[config.mk]
export PLATFORM = sky130hd
export DESIGN_NAME = serial_adder_ctrl_flat
export DESIGN_NICKNAME = d
export VERILOG_FILES = /design/src/rtl/serial_adder_ctrl_if.sv /design/src/rtl/serial_adder_ctrl.sv /design/src/flat_wrapper.sv
export SDC_FILE = /design/constraint.sdc
export NUM_CORES = 1
export LEC_CHECK = 0
export CAP_MARGIN = 20
export CORE_MARGIN = 2
export CORE_UTILIZATION = 50
export CTS_CLUSTER_DIAMETER = 150
export DETAILED_ROUTE_END_ITERATION = 8
export PLACE_DENSITY = 0.83
export SLEW_MARGIN = 15
export SYNTH_ARGS = -nofsm -noshare
export SYNTH_HDL_FRONTEND = slang
export SYNTH_SLANG_ARGS = --single-unit
[constraint.sdc]
create_clock -name clk -period 1.7 [get_ports clk]
set_clock_uncertainty 0.2 [all_clocks]
set_input_delay 0.255 -clock clk [delete_from_list [all_inputs] [get_ports clk]]
set_output_delay 0.255 -clock clk [all_outputs]
set_load 0.01 [all_outputs]
[src/rtl/serial_adder_ctrl_if.sv]
// rtl/serial_adder_ctrl_if.sv - operand/result handshake bundle for serial_adder_ctrl
// Optional SERIAL_SUB_EN adds the sub request line.
interface serial_adder_ctrl_if #(parameter int WIDTH = 36);
  logic             in_valid;
  logic             in_ready;
  logic [WIDTH-1:0] a;
  logic [WIDTH-1:0] b;
  logic             cin;
`ifdef SERIAL_SUB_EN
  logic             sub;
`endif
  logic             out_valid;
  logic             out_ready;
  logic [WIDTH-1:0] sum;
  logic             cout;
  logic             busy;

`ifdef SERIAL_SUB_EN
  modport master (output in_valid, a, b, cin, sub, out_ready,
                  input  in_ready, out_valid, sum, cout, busy);
  modport slave  (input  in_valid, a, b, cin, sub, out_ready,
                  output in_ready, out_valid, sum, cout, busy);
`else
  modport master (output in_valid, a, b, cin, out_ready,
                  input  in_ready, out_valid, sum, cout, busy);
  modport slave  (input  in_valid, a, b, cin, out_ready,
                  output in_ready, out_valid, sum, cout, busy);
`endif
endinterface

[src/rtl/serial_adder_ctrl.sv]
// rtl/serial_adder_ctrl.sv - bit-serial adder, one full_adder cell reused LSB first
// Optional SERIAL_SUB_EN: adds a sub request that computes a - b via a + ~b + 1.
module full_adder (
  input  logic a,
  input  logic b,
  input  logic ci,
  output logic s,
  output logic co
);
  assign s  = a ^ b ^ ci;
  assign co = (a & b) | (ci & (a ^ b));
endmodule

module serial_adder_ctrl #(
  parameter int WIDTH = 36,
  parameter int CNT_W = 6
) (
  input  logic                clk,
  input  logic                rst_n,
  serial_adder_ctrl_if.slave  bus
);
  typedef enum logic [1:0] {IDLE, RUN, DONE} state_t;

  localparam logic [CNT_W-1:0] LAST = CNT_W'(WIDTH - 1);

  state_t           state;
  logic [CNT_W-1:0] cnt;
  logic             carry;
  logic [WIDTH-1:0] a_sh;
  logic [WIDTH-1:0] b_sh;
  logic [WIDTH-1:0] sum_sh;
  logic             in_ready_q;
  logic             out_valid_q;
  logic             busy_q;
  logic             fa_s;
  logic             fa_co;
  logic [WIDTH-1:0] b_load;
  logic             c_load;

  // Subtraction reuses the adder: invert B and force the carry-in.
  always_comb begin
    b_load = bus.b;
    c_load = bus.cin;
`ifdef SERIAL_SUB_EN
    if (bus.sub) begin
      b_load = ~bus.b;
      c_load = 1'b1;
    end
`endif
  end

  full_adder u_fa (
    .a  (a_sh[0]),
    .b  (b_sh[0]),
    .ci (carry),
    .s  (fa_s),
    .co (fa_co)
  );

  always_ff @(posedge clk or negedge rst_n) begin
    if (!rst_n) begin
      state       <= IDLE;
      cnt         <= '0;
      carry       <= 1'b0;
      a_sh        <= '0;
      b_sh        <= '0;
      sum_sh      <= '0;
      in_ready_q  <= 1'b1;
      out_valid_q <= 1'b0;
      busy_q      <= 1'b0;
    end else begin
      case (state)
        IDLE: begin
          if (bus.in_valid) begin
            a_sh       <= bus.a;
            b_sh       <= b_load;
            carry      <= c_load;
            cnt        <= '0;
            state      <= RUN;
            in_ready_q <= 1'b0;
            busy_q     <= 1'b1;
          end
        end
        RUN: begin
          sum_sh <= {fa_s, sum_sh[WIDTH-1:1]};
          carry  <= fa_co;
          a_sh   <= a_sh >> 1;
          b_sh   <= b_sh >> 1;
          cnt    <= cnt + CNT_W'(1);
          if (cnt == LAST) begin
            state       <= DONE;
            out_valid_q <= 1'b1;
          end
        end
        DONE: begin
          if (bus.out_ready) begin
            state       <= IDLE;
            out_valid_q <= 1'b0;
            in_ready_q  <= 1'b1;
            busy_q      <= 1'b0;
          end
        end
        default: begin
          state       <= IDLE;
          out_valid_q <= 1'b0;
          in_ready_q  <= 1'b1;
          busy_q      <= 1'b0;
        end
      endcase
    end
  end

  // The shift register and carry flop stay frozen in DONE, so they are the result.
  assign bus.sum       = sum_sh;
  assign bus.cout      = carry;
  assign bus.in_ready  = in_ready_q;
  assign bus.out_valid = out_valid_q;
  assign bus.busy      = busy_q;
endmodule
[src/flat_wrapper.sv]
// flat-port wrapper written by rule: the top's interface ports become plain ports
module serial_adder_ctrl_flat 
#(
  parameter int WIDTH = 36,
  parameter int CNT_W = 6
)
  (clk, rst_n, bus_in_valid, bus_a, bus_b, bus_cin, bus_out_ready, bus_in_ready, bus_out_valid, bus_sum, bus_cout, bus_busy);
  serial_adder_ctrl_if #(.WIDTH(WIDTH)) bus_i ();
  input  logic clk;
  input  logic rst_n;
  input wire logic [$bits(bus_i.in_valid)-1:0] bus_in_valid;
  input wire logic [$bits(bus_i.a)-1:0] bus_a;
  input wire logic [$bits(bus_i.b)-1:0] bus_b;
  input wire logic [$bits(bus_i.cin)-1:0] bus_cin;
  input wire logic [$bits(bus_i.out_ready)-1:0] bus_out_ready;
  output wire logic [$bits(bus_i.in_ready)-1:0] bus_in_ready;
  output wire logic [$bits(bus_i.out_valid)-1:0] bus_out_valid;
  output wire logic [$bits(bus_i.sum)-1:0] bus_sum;
  output wire logic [$bits(bus_i.cout)-1:0] bus_cout;
  output wire logic [$bits(bus_i.busy)-1:0] bus_busy;
  assign bus_i.in_valid = bus_in_valid;
  assign bus_i.a = bus_a;
  assign bus_i.b = bus_b;
  assign bus_i.cin = bus_cin;
  assign bus_i.out_ready = bus_out_ready;
  assign bus_in_ready = bus_i.in_ready;
  assign bus_out_valid = bus_i.out_valid;
  assign bus_sum = bus_i.sum;
  assign bus_cout = bus_i.cout;
  assign bus_busy = bus_i.busy;
  serial_adder_ctrl #(.WIDTH(WIDTH), .CNT_W(CNT_W)) u_core (.clk(clk), .rst_n(rst_n), .bus(bus_i));
endmodule
==> out/qor.csv, run 1 <==
stage,metric,value,unit
worst_setup_path,cp.depth,1,
placement,placed_cell_area,6429,um^2
synth,netlist_instances,451,
synth,syn_area_per_cell,11.22,um^2
worst_setup_path,cp-start-kind,register,
worst_setup_path,reg2reg_slack,0.05,ns
cells_and_area,regArea,3007,um^2
cts,clk_pin_slew,0.06,ns
global_route,grt.overflow.total,0,
die,ios,117,
sta,maxSlewHeadroom,0.7046,
sta,worst_pin_slew,0.4432,ns
die,fp.dieH,104.6,um
cells_and_area,nNetsFinal,649,
drt,drc,0,
sta,period_needed,1.657,ns
power_and_ir_drop,p_per_area,1697,nW/um^2
placement,dpl.hpwl,7815,um
cells_and_area,diodes,0,
global_route,antenna_found_initial,0,
cells_and_area,layout_commonest_cell,dfrtp_1,
die,fp.dieW,104.6,um
worst_setup_path,crit_path_end,bus_sum[22],
drt,wl_per_cell,17.72,um
worst_setup_path,r2r_start,u_core.state[0],
cts,numCtsBuffers,17,
min_path,hp-class,primary input to async pin,
drt,vias,4135,
die,dieArea,10950,um^2
synth,ys_types,27,
sta,setup-violations-final,0,
drt,drtAntennaViolNets,0,
drt,drtIter0Drc,265,
synth,synthTopCellsByArea,"dfrtp_1, a22oi_1, mux2_2, o21ai_0, nand2_1",
cells_and_area,area_growth,38.68,%
global_route,first_global_vias,4259,
worst_setup_path,path_max_fanout,3,
global_route,grt_use_total,0.2407,
worst_setup_path,crit_start,u_core.bus.sum[22],
synth,synth_nets,530,
power_and_ir_drop,power.leakage,3.030,nW
cts,cts_tree,yes,
placement,io_buffers,116,
cells_and_area,multi_input_comb_area,1869,um^2
cells_and_area,layout_common_cells,"dfrtp_1, nand2_1, o21ai_0, clkdlybuf4s50_1, a22oi_1",
sta,setup_tns,0,ns
cells_and_area,fillers,706,
power_and_ir_drop,peakVddDrop,0.6816,mV
die,start_util,0.5155,
global_route,grt_max_degree,47,
worst_setup_path,critPathTopFamily,flip-flops,
synth,ys_warn_count,0,
worst_setup_path,path_cells,dlygate4sd2_1,
cells_and_area,stdcell_area,7020,um^2
status,status,"finished, final reports clean",
worst_setup_path,path_buf_inv,1,
worst_setup_path,worstPathRequired,1.24,ns
placement,gp_congestion,0.8370,
cts,clock_sinks,120,
worst_setup_path,cp_slowest_stage_delay,0.40,ns
worst_setup_path,timing.rr.end,u_core.bus.sum[3],
worst_setup_path,worstSetupPathType,register to output pin,
sta,fin_crit_sh,0.9746,
sta,clock.fmax,603.6,MHz
cells_and_area,postLayoutCoreUtil,0.7150,
die,std_cell_rows,36,
synth,netlist.top_cell.by_area,dfrtp_1,
die,coreArea,9819,um^2
drt,drtPass1Iterations,8,
drt,wl,12690,um
worst_setup_path,crit_arrival,1.20,ns
synth,netlist_area,5062,um^2
cts,clock-root-buffer,clkbuf_8,
cts,clk_latency,0.52,ns
synth,ys_seq_area_frac,0.5934,
cells_and_area,drive_above_1_share,0.1664,
cts,htree_levels,4,
worst_setup_path,cpMaxStageDelayCell,dfrtp_1,
synth,ys_ff_latch,120,
sta,timing.final.hold_violations,0,
flow_run,maxCapViolCount,0,
global_route,grt_pass1_wl,20920,um
sta,drv_slew,0,
drt,vias_per_cell,5.775,
cts,clk_path_buf_depth,2,
worst_setup_path,endpoint_kind,output pin,
sta,rsz0062_at_grt,no,
worst_setup_path,r2r_cells,3,
synth,synth.top_cell.area_share,0.5882,
-- per-layer routing --
| layer | GRT usage | wire (um) | vias up | part of all wire |
|---|---|---|---|---|
| met5 | 0 | 0 | - | 0 |
| met4 | 0.1143 | 381 | 0 | 0.030 |
| met3 | 0.05677 | 591 | 31 | 0.047 |
| met2 | 0.4071 | 6651 | 148 | 0.52 |
| met1 | 0.2914 | 5065 | 2087 | 0.40 |
| li1 | - | - | 1869 | - |
-- Yosys cell counts --
| cell | count |
|---|---|
| dfrtp_1 | 119 |
| nand2_1 | 78 |
| o21ai_0 | 76 |
| a22oi_1 | 71 |
| mux2_2 | 36 |
| buf_2 | 18 |
| clkbuf_1 | 12 |
| buf_4 | 5 |
| buf_6 | 4 |
| mux2i_1 | 4 |
| o21ai_1 | 4 |
| a22o_1 | 3 |
| nand4_1 | 3 |
| nor2b_1 | 3 |
| nand2b_1 | 2 |
| nor2_1 | 2 |
| a21oi_1 | 1 |
| a31oi_1 | 1 |
| a32o_1 | 1 |
| and3_1 | 1 |
| dfstp_2 | 1 |
| fa_1 | 1 |
| ha_1 | 1 |
| inv_1 | 1 |
| nor3_1 | 1 |
| nor4b_1 | 1 |
| o21bai_1 | 1 |
-- power by group --
group          leakage (nW)  internal, mW  total [mW]  switching (mW)
clock                 0.298          2.37        3.60            1.23
sequential             1.51          4.10        4.93           0.835
combinational          1.22          1.85        3.38            1.53
total                  3.03          8.32        11.9            3.59
-- state kept, by name, summed over array words and instances, names as in the netlist --
register and cells:
u_core.bus.busy 1, u_core.bus.out_valid 1, u_core.a_sh 36, u_core.cnt 6, u_core.bus.cout 1, u_core.b_sh 36
u_core.bus.in_ready 1, u_core.bus.sum 36, u_core.state 2
-- per-stage QoR --
stage / setup slack [ns] / hold slack, ns / power (mW) / std cells
3_3_place_gp: -0.01175 / 0.02439 / 8.320 / 680
5_1_grt: 0.00002109 / 0.04426 / 12.57 / 716
2_1_floorplan: 0.1942 / -0.2406 / 6.791 / 451
6_report: 0.04317 / 0.02990 / 11.92 / 716
4_1_cts: 0.01164 / 0.03504 / 11.89 / 713
3_5_place_dp: -0.09767 / 0.02717 / 8.574 / 680
-- cell type report --
type	instances	area share
clock inverters	9	0.01747
repair buffers	139	0.1959
multi-input cells	291	0.2663
clock buffers	23	0.06790
well taps	133	0.02370
flip-flops and latches	120	0.4283
inverters	1	0.0005347
-- worst register-to-register path, delay by kind of cell, from the launching register on --
kind,cells,cell delay (ns)
simple gates,1,0.21
buf+inv,1,0.22
flops,1,0.50
mux,1,0.41
-- cell families after synthesis --
group                    Yosys count  share of synthesized area
AO/OA/AOI/OAI                    158                     0.1953
flip-flops                       120                     0.5934
AND/OR/NAND/NOR                   91                    0.07316
buffers and inverters             40                    0.04375
multiplexers                      40                    0.08799
adder cells (fa/ha/maj)            2                   0.006426
-- repair_timing --
item / CTS / global route
setup buffers: 0 / 3
endpoints found under the setup margin: 40 / 14
hold buffers: 1 / 0
gates resized for setup: 44 / 7
endpoints found under the hold margin: 119 / 0
-- how the worst min path moves through the flow --
stage | startpoint | to | slack [ns]
final | rst_n | u_core.b_sh[10] | 0.03
after global routing | rst_n | u_core.b_sh[10] | 0.04
after CTS | rst_n | u_core.b_sh[16] | 0.04
after detailed placement | rst_n | u_core.b_sh[7] | 0.03
after global placement | rst_n | u_core.b_sh[8] | 0.02
after floorplan | rst_n | u_core.a_sh[0] | -0.24
Power figures use the tool's default switching activity.
==> run 2: changes to the inputs <==
CORE_ASPECT_RATIO = 1.25   (was default)
CORE_UTILIZATION = 33   (was 50)
CTS_CLUSTER_SIZE = 8   (was default)
PLACE_DENSITY = 0.6   (was 0.83)
==> run 2 against run 1 <==
Effect of this change:
- flip-flop and latch count unchanged
- die area up 49%
- global-route usage down 8.8 points
- critical path type unchanged
- critical endpoint is now bus_in_ready
- largest power group unchanged
- highest routed layer unchanged
==> out/qor.csv, run 2 (same netlist as run 1, synthesis figures left out) <==
stage,metric,value,unit,change
sta,worst_pin_slew,0.4714,ns,+0.02826 ns
cells_and_area,layout_commonest_cell,dfrtp_1,,
placement,gp_congestion,0.7290,,-13%
worst_setup_path,cp.depth,1,,unchanged
cells_and_area,fillers,1364,,+93%
die,start_util,0.3372,,-0.1784
sta,timing.final.hold_violations,0,,unchanged
power_and_ir_drop,power,12.33,mW,+3.5%
cts,numCtsBuffers,17,,unchanged
worst_setup_path,cp-start-kind,register,,
placement,dpl_worst_slack,-0.1150,ns,-0.01733 ns
cts,clk_latency,0.41,ns,-0.11 ns
cts,clk_path_buf_depth,2,,unchanged
sta,rsz0062_at_grt,no,,
cts,post_cts_buffers,0,,unchanged
global_route,first_global_vias,3861,,-9.3%
global_route,grt_use_total,0.1530,,-0.08769
placement,io_buffers,116,,unchanged
global_route,grt.overflow.total,0,,unchanged
worst_setup_path,r2r_cells,3,,unchanged
sta,period_needed,1.632,ns,-0.02471 ns
drt,drc,0,,unchanged
worst_setup_path,worstSetupPathType,register to output pin,,
flow_run,maxCapViolCount,0,,unchanged
drt,wl_per_cell,15.73,um,-11%
sta,hold_ws,0.2069,ns,+0.1770 ns
global_route,grt_max_degree,85,,+81%
cts,clk_pin_slew,0.06,ns,about the same
worst_setup_path,cp_slowest_stage_delay,0.54,ns,+0.14 ns
sta,fin_crit_sh,0.9601,,-0.01454
min_path,hp-class,primary input to async pin,,
sta,drv_slew,0,,unchanged
power_and_ir_drop,peakVddDrop,0.5817,mV,-15%
worst_setup_path,timing.rr.end,u_core.bus.sum[30],,
power_and_ir_drop,p_per_area,1734,nW/um^2,+2.2%
global_route,grt_pass1_wl,19760,um,-5.5%
worst_setup_path,crit_arrival,1.18,ns,-0.02 ns
placement,dpl.hpwl,7949,um,+1.7%
drt,vias_per_cell,5.210,,-9.8%
drt,drtAntennaViolNets,0,,unchanged
global_route,antenna_found_initial,0,,unchanged
worst_setup_path,path_cells,clkdlybuf4s15_1,,
die,std_cell_rows,50,,+39%
worst_setup_path,cpMaxStageDelayCell,dfstp_2,,
sta,finalWorstSetupSlack,0.06789,ns,+0.02471 ns
worst_setup_path,crit_start,u_core.bus.in_ready,,
sta,clock.fmax,612.7,MHz,+1.5%
die,ios,117,,unchanged
drt,vias,3949,,-4.5%
worst_setup_path,worstPathRequired,1.24,ns,about the same
die,fp.dieW,114.8,um,+9.7%
cts,cts_tree,yes,,
status,status,"finished, final reports clean",,
cells_and_area,area_growth,40.51,%,
power_and_ir_drop,power.leakage,3.038,nW,+0.28%
drt,drtPass1Iterations,5,,-3
worst_setup_path,path_max_fanout,3,,unchanged
sta,setup-violations-final,0,,unchanged
sta,maxSlewHeadroom,0.6857,,-0.01884
cells_and_area,diodes,0,,unchanged
cells_and_area,nNetsFinal,642,,-1.1%
worst_setup_path,crit_path_end,bus_in_ready,,
worst_setup_path,critPathTopFamily,flip-flops,,
cts,clock_sinks,120,,unchanged
drt,drtIter0Drc,226,,-15%
die,fp.dieH,142.5,um,+36%
cells_and_area,layout_common_cells,"dfrtp_1, nand2_1, o21ai_0, clkdlybuf4s50_1, a22oi_1",,
die,coreArea,15010,um^2,+53%
worst_setup_path,path_buf_inv,1,,unchanged
worst_setup_path,reg2reg_slack,0.11,ns,+0.06 ns
drt,wl,11930,um,-6.0%
die,dieArea,16350,um^2,+49%
worst_setup_path,r2r_start,u_core.state[0],,
worst_setup_path,endpoint_kind,output pin,,
cts,htree_levels,4,,unchanged
cells_and_area,drive_above_1_share,0.1528,,-0.01360
cts,clock-root-buffer,clkbuf_16,,
cells_and_area,postLayoutCoreUtil,0.4738,,-0.2412
run 2: changes by cell type in the layout (fill, tap and decap cells not counted), moves of 3 or more:
cell | before | now
clkinv_2 | 5 | 2
clkbuf_8 | 5 | 1
buf_4 | 16 | 9
clkdlybuf4s15_1 | 6 | 1
bufinv_16 | 3 | 7
dlygate4sd2_1 | 33 | 39
run 2: where the power goes:
group          switching (mW)  internal (mW)  leakage (nW)
clock network            1.27           2.94         0.335
registers               0.762           4.09          1.51
logic                    1.46           1.81          1.19
run 2: worst min path at each step:
stage,from,end,slack [ns],depth (start not counted)
finish,rst_n,u_core.b_sh[10],0.21,3
global route,rst_n,u_core.b_sh[6],0.28,3
CTS,rst_n,u_core.b_sh[10],0.25,3
detailed placement,rst_n,u_core.b_sh[6],0.14,2
global placement,rst_n,u_core.b_sh[10],0.13,2
floorplan,rst_n,u_core.a_sh[0],-0.24,0
run 2: cell type report:
| cell class | count | area [um^2] | area share |
|---|---|---|---|
| clock buffers | 20 | 446.7 | 0.06280 |
| clock inverters | 12 | 245.2 | 0.03448 |
| inverters | 1 | 3.754 | 0.0005277 |
| multi-input cells | 291 | 1863 | 0.2619 |
| flip-flops and latches | 120 | 3007 | 0.4227 |
| well taps | 182 | 227.7 | 0.03201 |
| repair buffers | 132 | 1320 | 0.1856 |
run 2: routing by layer:
metal | vias up | share of wire | GRT usage
li1 | 1848 | - | -
met1 | 1969 | 0.43 | 0.2001
met2 | 113 | 0.51 | 0.2423
met3 | 19 | 0.032 | 0.02939
met4 | 0 | 0.023 | 0.07673
met5 | - | 0 | 0
run 2: metrics by stage:
stage / area [um^2] / std cells / setup TNS [ns]
after floorplan: 5062 / 451 / 0
after global placement: 6460 / 725 / -3.219
after detailed placement: 6460 / 725 / -5.243
after CTS: 7112 / 758 / 0
after global routing: 7113 / 758 / 0
final: 7113 / 758 / 0
run 2: what timing repair did:
item                                    CTS  global route
hold endpoints to repair                119             0
resized for setup                        40             1
hold buffers                              1             0
endpoints found under the setup margin   40             1
==> run 3: changes to the inputs <==
PLACE_DENSITY = 0.59   (was 0.6)
SYNTH_HIERARCHICAL = 1   (was default)
==> run 3 against run 2 <==
Effect of this change:
- cell area increased by 2.3%
- register-to-register slack got worse by 0.02 ns
- combinational power grew 35%
- critical path type unchanged
- critical endpoint unchanged
- largest cell class unchanged
- largest power group unchanged
==> out/qor.csv, run 3 <==
stage,metric,value,unit,change
synth,yosysMostFrequentCell,dfrtp_1,,
worst_setup_path,critPathTopFamily,flip-flops,,
worst_setup_path,worstPathRequired,1.24,ns,about the same
worst_setup_path,cpMaxStageDelayCell,dfstp_2,,
synth,syn_area_per_cell,11.01,um^2,-1.9%
global_route,first_global_vias,4100,,+6.2%
cts,clock_sinks,120,,unchanged
global_route,grt.overflow.total,0,,unchanged
worst_setup_path,crit_arrival,1.19,ns,about the same
placement,gp_congestion,0.7476,,+2.6%
worst_setup_path,path_buf_inv,1,,unchanged
power_and_ir_drop,p_per_area,1802,nW/um^2,+3.9%
synth,synth_top_family_by_area,compound AO/OA/AOI/OAI gates,,
global_route,antenna_found_initial,0,,unchanged
synth,synthAdderAreaFrac,0.006324,,-0.0001016
worst_setup_path,reg2reg_slack,0.09,ns,-0.02 ns
worst_setup_path,cp_slowest_stage_delay,0.54,ns,about the same
sta,setup_tns,0,ns,unchanged
placement,dpl.cell_count,778,,+7.3%
cells_and_area,diodes,0,,unchanged
sta,period_needed,1.648,ns,+0.01624 ns
synth,muxShareOfSynthArea,0.08465,,-0.003337
cells_and_area,final_cells,810,,+6.9%
drt,vias,4057,,+2.7%
power_and_ir_drop,p_clk_frac,0.285,,-0.056
flow_run,maxCapViolCount,0,,unchanged
placement,io_buffers,116,,unchanged
synth,netlist_area,5144,um^2,+1.6%
synth,synthSimpleGateAreaFrac,0.08441,,+0.01125
placement,dpl.hpwl,8480,um,+6.7%
synth,synth.top_cell.area_share,0.5789,,-0.009301
synth,ys_types,33,,+22%
power_and_ir_drop,peakVddDrop,0.7657,mV,+32%
power_and_ir_drop,power.leakage,3.107,nW,+2.3%
sta,clock.fmax,606.7,MHz,-0.98%
drt,wl,12600,um,+5.6%
die,dieArea,16610,um^2,+1.6%
cts,cts_tree,yes,,
cts,clock-root-buffer,clkbuf_16,,
sta,maxSlewHeadroom,0.7104,,+0.02465
cts,numCtsBuffers,17,,unchanged
synth,netlist.top_cell.by_area,dfrtp_1,,
synth,synth_xor_area_frac,0,,unchanged
sta,worst_pin_slew,0.4344,ns,-0.03697 ns
drt,drtAntennaViolNets,0,,unchanged
drt,drt-met1-wl,5667,um,+9.5%
sta,rsz0062_at_grt,no,,
cts,clk_path_buf_depth,2,,unchanged
drt,drtPass1Iterations,4,,-1
worst_setup_path,worstSetupPathType,register to output pin,,
synth,ys_seq_area_frac,0.5840,,-0.009383
synth,synth-compound-area-share,0.2038,,+0.008589
global_route,grt_pass1_wl,20630,um,+4.4%
die,start_util,0.3331,,-0.004076
power_and_ir_drop,comb_power_share,0.337,,+0.072
cells_and_area,postLayoutCoreUtil,0.4712,,-0.002514
synth,ys_ff_latch,120,,unchanged
die,fp.dieH,143.6,um,+0.78%
power_and_ir_drop,power_frac_seq,0.379,,-0.015
die,fp.dieW,115.7,um,+0.77%
drt,routed-wl-met2,6212,um,+2.1%
synth,synthTopCellsByArea,"dfrtp_1, a22oi_1, mux2_2, o21ai_0, nand2_1",,
cts,post_cts_buffers,0,,unchanged
global_route,grt_max_degree,55,,-35%
sta,timing.final.hold_violations,0,,unchanged
worst_setup_path,path_cells,clkdlybuf4s15_1,,
worst_setup_path,cp-start-kind,register,,
synth,synth_edf_count,0,,unchanged
worst_setup_path,endpoint_kind,output pin,,
cells_and_area,layout_commonest_cell,dfrtp_1,,
sta,drv_slew,0,,unchanged
synth,netlist_instances,467,,+3.5%
synth,async_flop_share,1.000,,unchanged
cts,clk_latency,0.41,ns,about the same
drt,vias_per_cell,5.009,,-3.9%
power_and_ir_drop,p_sw,4.168,mW,+19%
placement,placed_cell_area,6691,um^2,+3.6%
power_and_ir_drop,switching_share,0.3178,,+0.03472
cells_and_area,nNetsFinal,665,,+3.6%
worst_setup_path,cp.depth,1,,unchanged
cells_and_area,drive_above_1_share,0.1622,,+0.009430
synth,synth_nets,546,,+3.0%
cts,htree_levels,4,,unchanged
worst_setup_path,r2r_cells,3,,unchanged
min_path,hp-class,primary input to async pin,,
drt,top_layer,met4,,
worst_setup_path,r2r_start,u_core/state[0],,
power_and_ir_drop,power,13.12,mW,+6.3%
global_route,grt_use_total,0.1601,,+0.007145
status,status,"finished, final reports clean",,
cts,clk_pin_slew,0.05,ns,about the same
worst_setup_path,timing.rr.end,u_core/bus.sum[11],,
die,ios,117,,unchanged
sta,setup-violations-final,0,,unchanged
synth,synth_flop_cell,dfrtp_1,,
drt,wl_per_cell,15.55,um,-1.1%
cells_and_area,area_growth,41.47,%,
die,coreArea,15440,um^2,+2.8%
synth,synth_commonest_cells,"dfrtp_1, o21ai_0, a22oi_1, nand2_1, mux2_2",,
power_and_ir_drop,p_int,8.948,mW,+1.2%
sta,fin_crit_sh,0.9696,,+0.009551
die,std_cell_rows,51,,+2.0%
synth,ys_warn_count,6,,+6
cells_and_area,stdcell_area,7277,um^2,+2.3%
drt,drc,0,,unchanged
worst_setup_path,path_max_fanout,3,,unchanged
drt,drtIter0Drc,275,,+22%
drt,wl_met3,554,um,+43%
cells_and_area,layout_common_cells,"dfrtp_1, clkdlybuf4s50_1, o21ai_0, a22oi_1, nand2_1",,
-- run 3: changes by cell type after synthesis, moves of 4 or more --
cell,before,now
buf_6,4,0
a21oi_1,1,15
nor2b_1,3,15
clkbuf_1,12,16
nand2_1,78,66
-- run 3: layer usage --
metal  up-vias  global-route usage
met5         -                   0
met4         0             0.06015
met3        14             0.04091
met2       100              0.2570
met1      2023              0.2083
li1       1920                   -
-- run 3: cell families after synthesis --
| family | after synthesis |
|---|---|
| AO/OA/AOI/OAI | 170 |
| adder cells (fa/ha/maj) | 2 |
| buffers and inverters | 40 |
| flip-flops | 120 |
| multiplexers | 39 |
| AND/OR/NAND/NOR | 96 |
-- run 3: how the worst max path moves through the flow --
stage	slack, ns	from	end
4_1_cts	0.002	u_core/bus.in_ready	bus_in_ready
3_3_place_gp	-0.07	bus_in_valid	u_core/a_sh[25]
5_1_grt	0.01	u_core/bus.in_ready	bus_in_ready
6_report	0.05	u_core/bus.in_ready	bus_in_ready
3_5_place_dp	-0.10	bus_in_valid	u_core/a_sh[25]
2_1_floorplan	0.13	u_core/state[1]	u_core/bus.sum[10]
-- run 3: area by class of cell --
class                   instances  area (um^2)
multi-input cells             307         1977
well taps                     212        265.3
fillers                      1465         8165
flip-flops and latches        120         3007
clock inverters                13        178.9
repair buffers                138         1403
inverters                       2        7.507
clock buffers                  18        439.2
-- run 3: through the flow --
| stage | setup WS (ns) | hold WS [ns] |
|---|---|---|
| finish | 0.05165 | 0.1324 |
| global route | 0.01226 | 0.1612 |
| CTS | 0.001963 | 0.1322 |
| detailed placement | -0.1028 | 0.02349 |
| global placement | -0.07377 | 0.02313 |
| floorplan | 0.1346 | -0.2406 |
-- run 3: power groups by stage --
stage | clock network, mW | logic (mW) | registers (mW)
floorplan | 0 | 2.66 | 5.01
global placement | 0 | 4.62 | 4.96
detailed placement | 0 | 4.78 | 5.02
CTS | 3.83 | 4.46 | 4.97
global route | 3.96 | 4.94 | 5.14
finish | 3.74 | 4.42 | 4.96
-- run 3: timing repair --
item / 4_1_cts / 5_1_grt
hold buffers: 1 / 0
setup endpoints to repair: 40 / 3
pin swaps: 0 / 0
gates resized for setup: 40 / 2
gates cloned: 0 / 0
endpoints found under the hold margin: 119 / 0
